[src/rtl/filter_oper_scheduler.sv]
// Filter-select front end: per-button sync + debounce, lowest-index arbitration and
// deferred commit of the filter code. Define FRAME_SYNC_EN to hold commits until frame_start.

module filter_oper_debounce #(
    parameter int DEBOUNCE_CYCLES = 1000000,
    parameter int CNT_W           = 20
) (
    input  logic clk,
    input  logic rst,
    input  logic btn_i,
    output logic press_o
);
    logic [1:0]       sync_q;
    logic             deb_q, deb_d;
    logic [CNT_W-1:0] cnt_q, cnt_d;

    // The count must already equal DEBOUNCE_CYCLES while the mismatch persists,
    // so the level change lands in cycle 2+DEBOUNCE_CYCLES after the raw edge.
    always_comb begin
        deb_d   = deb_q;
        cnt_d   = '0;
        press_o = 1'b0;
        if (sync_q[1] != deb_q) begin
            if (cnt_q == CNT_W'(DEBOUNCE_CYCLES)) begin
                deb_d   = sync_q[1];
                press_o = sync_q[1];
            end else begin
                cnt_d = cnt_q + 1'b1;
            end
        end
    end

    always_ff @(posedge clk or negedge rst) begin
        if (!rst) begin
            sync_q <= '0;
            deb_q  <= 1'b0;
            cnt_q  <= '0;
        end else begin
            sync_q <= {sync_q[0], btn_i};
            deb_q  <= deb_d;
            cnt_q  <= cnt_d;
        end
    end
endmodule

module filter_oper_scheduler #(
    parameter int DEBOUNCE_CYCLES = 1000000,
    parameter int CNT_W           = 20
) (
    input  logic       clk,
    input  logic       rst,
    input  logic [7:0] button,
    input  logic       frame_start,
    output logic [7:0] oper,
    output logic       oper_load,
    output logic       pending
);
    localparam int NUM_BTN = 8;

    typedef enum logic {S_IDLE, S_PEND} state_e;

    logic [NUM_BTN-1:0] press;
    logic               any_press;
    logic [2:0]         win_idx;
    logic [7:0]         cand_code, req_code;
    logic               commit;
    state_e             state_q;
    logic [7:0]         code_q, oper_q;
    logic               load_q;

    for (genvar g = 0; g < NUM_BTN; g++) begin : g_btn
        filter_oper_debounce #(
            .DEBOUNCE_CYCLES(DEBOUNCE_CYCLES),
            .CNT_W          (CNT_W)
        ) u_deb (
            .clk    (clk),
            .rst    (rst),
            .btn_i  (button[g]),
            .press_o(press[g])
        );
    end

    always_comb begin
        win_idx = '0;
        for (int i = NUM_BTN - 1; i >= 0; i--) begin
            if (press[i]) win_idx = 3'(i);
        end
    end

    assign any_press = |press;
    assign cand_code = 8'h31 + {5'd0, win_idx};
    // Re-selecting the committed filter toggles back to pass-through.
    assign req_code  = (cand_code == oper_q) ? 8'h00 : cand_code;

`ifdef FRAME_SYNC_EN
    assign commit = frame_start;
`else
    // frame_start has no effect here; commit the cycle after entering PENDING.
    assign commit = 1'b1 | frame_start;
`endif

    always_ff @(posedge clk or negedge rst) begin
        if (!rst) begin
            state_q <= S_IDLE;
            code_q  <= '0;
            oper_q  <= '0;
            load_q  <= 1'b0;
        end else begin
            load_q <= 1'b0;
            case (state_q)
                S_IDLE: begin
                    if (any_press) begin
                        code_q  <= req_code;
                        state_q <= S_PEND;
                    end
                end
                S_PEND: begin
                    if (commit) begin
                        oper_q  <= any_press ? req_code : code_q;
                        load_q  <= 1'b1;
                        state_q <= S_IDLE;
                    end else if (any_press) begin
                        code_q <= req_code;
                    end
                end
                default: state_q <= S_IDLE;
            endcase
        end
    end

    assign oper      = oper_q;
    assign oper_load = load_q;
    assign pending   = (state_q == S_PEND);
endmodule
[config.mk]
export PLATFORM = sky130hd
export DESIGN_NAME = filter_oper_scheduler
export DESIGN_NICKNAME = d
export VERILOG_FILES = /design/src/rtl/filter_oper_scheduler.sv
export SDC_FILE = /design/constraint.sdc
export NUM_CORES = 1
export LEC_CHECK = 0
export BUFFER_PORTS_ARGS = -buffer_cell sky130_fd_sc_hd__buf_2
export CORE_MARGIN = 8
export CORE_UTILIZATION = 32
export CTS_CLUSTER_SIZE = 30
export DETAILED_ROUTE_END_ITERATION = 8
export PLACE_DENSITY = 0.45
export SYNTH_ARGS = -nofsm -noshare
export SYNTH_HDL_FRONTEND = slang
export SYNTH_SLANG_ARGS = --single-unit
export TNS_END_PERCENT = 1
[constraint.sdc]
create_clock -name clk -period 4.9 [get_ports clk]
set_input_delay 0.245 -clock clk [delete_from_list [all_inputs] [get_ports clk]]
set_output_delay 0.245 -clock clk [all_outputs]
set_load 0.02 [all_outputs]
==> key figures <==
Status
  – Status: finished, final reports clean

Route
  – Met1 WL: 10200 um
  – Met3 WL post-DR: slightly above 700 um
  – Initial DRT Pass Iterations: 4
  – DR WL met2: just over 9000 um
  – Via density: roughly 4.8
  – Wire per inst: ~14 um
  – Top sig layer: met4
  – Drt initial violations: ~250
  – Via count: between 7000 and 8000
  – DRC: 0
  – Final ANT Viol Nets: 0
  – Detailed Route WL: roughly 21000 um

Place
  – Port Buf Inserts: 19
  – Placer Congestion: roughly 0.77
  – Dpl ws: about 0.88 ns
  – DP HPWL: between 10000 and 15000 um

Yosys
  – Seq/Total Area, Yosys: a little over 50%
  – YS warnings: 0
  – Synth top area share: 50.8%
  – Post-synthesis cell count: about 1000
  – Dominant synthesized flop cell: dfrtp_1
  – Syn Nets: around 1000
  – Netlist Area Pre-Place: roughly 0.0099 sq mm
  – Mean Syn Cell Area: 9.84 sq um
  – Yosys reg bits: slightly above 200
  – Area leader, netlist: dfrtp_1
  – Cell variety after synth: 59
  – Top cells by area, synth: dfrtp_1 51%, xor2_1 9.4%, nor2_1 7.2%
  – EDFF count, synth: 0
  – FFs w/ async S/R, synth: 100%

Final layout
  – Most frequent cells in the layout: 202 x dfrtp_1, 190 x nor2_1, 107 x xor2_1, 81 x nand3_1, 54 x nand2_1
  – N_diodes: 0
  – Ratio of cells with drive above 1 in the final layout: under 10%
  – Area growth, synth to finish: 14.8%
  – Multi-input gate area: around 0.0047 sq mm
  – Reg area: about 0.005 sq mm
  – Commonest non-fill, non-tap cell in the layout: dfrtp_1
  – Layout Nets: between 1000 and 1500
  – Fillcell total: 3103
  – Post-layout util: between 30% and 40%

Global route
  – Total global routing overflow: 0
  – First-pass GRT wire length: 35900 um
  – All-Layer GR Usage: a little under an eighth
  – Largest net degree at the start of global routing: around 110
  – Initial antenna violation count: 0
  – Vias in the first global route: slightly above 7000

Clock tree
  – Reg clk slew, reported paths: ~0.060 ns
  – Postcts setup bufs: 0
  – CTS max path bufs: 3
  – CTS Buf Count: 25
  – Clk Latency, worst-skew pair: approximately 0.52 ns
  – Clk sink count: approximately 200
  – CTS tree: yes
  – H-tree depth: 1
  – Hold_buf cts: 9
  – Resized Gates After CTS: 0
  – Root Buffer Master: clkbuf_16

Timing
  – Max-slew violations: 0
  – Worst hold margin: 0.347 ns
  – RSZ-0062 raised after global routing: false
  – F_max: roughly 0.25 GHz
  – Max_slew headroom: a little over a third
  – Final min period: approximately 4.0 ns
  – Clock Skews: approximately 0.018 ns
  – Final setup fails: 0
  – Fin crit share: 81.4%
  – Worst slew pin tran: ~0.95 ns
  – Final worst setup slack: between 0.9 and 1 ns
  – Setup tns final: 0 ns
  – Hold Fails Final Rpt: 0

Min path
  – Min-Delay Path Class: flip-flop to flip-flop

Worst setup path
  – CP Launch Type: flip-flop
  – Worst Path Required: about 5.3 ns
  – CP endpoint kind: flip-flop
  – R2R setup slack: around 0.91 ns
  – Critical-path maximum fanout: 6
  – CP Class: flip-flop to flip-flop
  – Arrival time worst endpoint: between 4 and 5 ns

Die
  – Die width: a little under 200 um
  – Row count: 64
  – Chip height: approximately 190 um
  – Area of the core: between 0.03 and 0.04 sq mm
  – Die area: 0.0370 sq mm
  – # IOs: 21
  – Initial Utilization: around 33%

Pwr
  – Worst vdd ir: approximately 0.00020 V
  – Power per cell area: between 300 and 400 mW/mm^2
  – P_leak: roughly 5.1 nW

Run
  – Max capacitance violation total: 0
-- worst max-delay path: stages, from the launching register on --
cell and delay, ns:
dfrtp_1 0.44, or4b_2 0.68, nor4_1 0.25, buf_4 0.20, a311oi_1 0.09, o21bai_1 0.25, a21oi_1 0.11, o21bai_1 0.28
inv_1 0.08, ha_1 0.34, xnor2_1 0.16, nand4_1 0.13, or2_2 0.35, nor2_1 0.35, o21ai_0 0.17
-- where the power goes --
| part | switching, mW | total [mW] | internal (mW) |
|---|---|---|---|
| logic | 0.0825 | 0.122 | 0.0390 |
| registers | 0.0251 | 1.72 | 1.69 |
| clock network | 0.702 | 1.78 | 1.07 |
-- cells in the mapped netlist, types with 2 or more instances --
cell,n
and3_1,47
nor4_1,12
nand4b_1,2
mux2_2,5
a31oi_1,5
xnor2_1,42
or2_2,3
nand3_1,81
nor4b_1,16
nor2b_1,14
a211oi_1,2
and4_1,9
or4_1,2
or3_1,7
o31ai_1,4
clkbuf_1,23
nand2_1,54
nor3_1,5
nand4_1,32
inv_1,40
nor2_1,190
dfrtp_1,202
xor2_1,107
o21ai_0,23
and4b_1,2
and2_1,8
ha_1,17
nor4bb_1,10
o22ai_1,2
o21bai_1,2
nand2b_1,5
a21oi_1,8
or4b_2,3
-- registers in the layout, summed over array words and instances, names as in the netlist --
register            count
g_btn.u_deb.deb_q       8
pending                 1
oper                    8
code_q                  8
oper_load               1
g_btn.u_deb.cnt_q     160
g_btn.u_deb.sync_q     16
-- worst paths after layout --
kind                                                      end  depth (start not counted)                               start
max                                       oper[5]$_DFFE_PN0P_                         14   g_btn[6].u_deb.cnt_q[7]$_DFF_PN0_
max reg2reg                               oper[5]$_DFFE_PN0P_                         14   g_btn[6].u_deb.cnt_q[7]$_DFF_PN0_
min in group asynchronous   g_btn[5].u_deb.cnt_q[3]$_DFF_PN0_                          2                                 rst
min reg2reg                g_btn[7].u_deb.sync_q[1]$_DFF_PN0_                          0  g_btn[7].u_deb.sync_q[0]$_DFF_PN0_
min                        g_btn[7].u_deb.sync_q[1]$_DFF_PN0_                          0  g_btn[7].u_deb.sync_q[0]$_DFF_PN0_
max in group asynchronous  g_btn[0].u_deb.cnt_q[13]$_DFF_PN0_                          3                                 rst
-- layer usage --
layer	vias up	GRT usage [%]
met1	3368	16.1
met3	30	2.08
li1	3539	-
met2	74	18.4
met5	-	0
met4	0	3.11
-- cell families (layout without fill, tap and decap cells) --
logic type	Yosys count	after routing	synth area share, %
muxes	6	6	0.667
adders and majority gates	17	17	2.14
xor gates and xnor gates	150	150	13.4
and+or+nand+nor	512	512	26.7
AOI/OAI and AO/OA	60	60	3.90
buffers and inverters	63	120	2.38
DFF	202	202	50.8
-- per-stage QoR --
stage          cell area, sq um  total power [mW]  std cells
2_1_floorplan              9940              1.80       1010
3_3_place_gp              10500              1.87       1411
3_5_place_dp              10500              1.87       1411
4_1_cts                   11400              3.70       1463
5_1_grt                   11400              3.78       1463
6_report                  11400              3.61       1463
-- cell type report --
type	count	share of cell area (%)
well taps	396	4.34
multi-input cells	745	40.8
repair buffers	37	2.30
flip-flops and latches	202	44.3
clock buffers	35	6.34
inverters	40	1.32
clock inverters	8	0.625
Note: power is estimated with default switching activity, not from simulation.
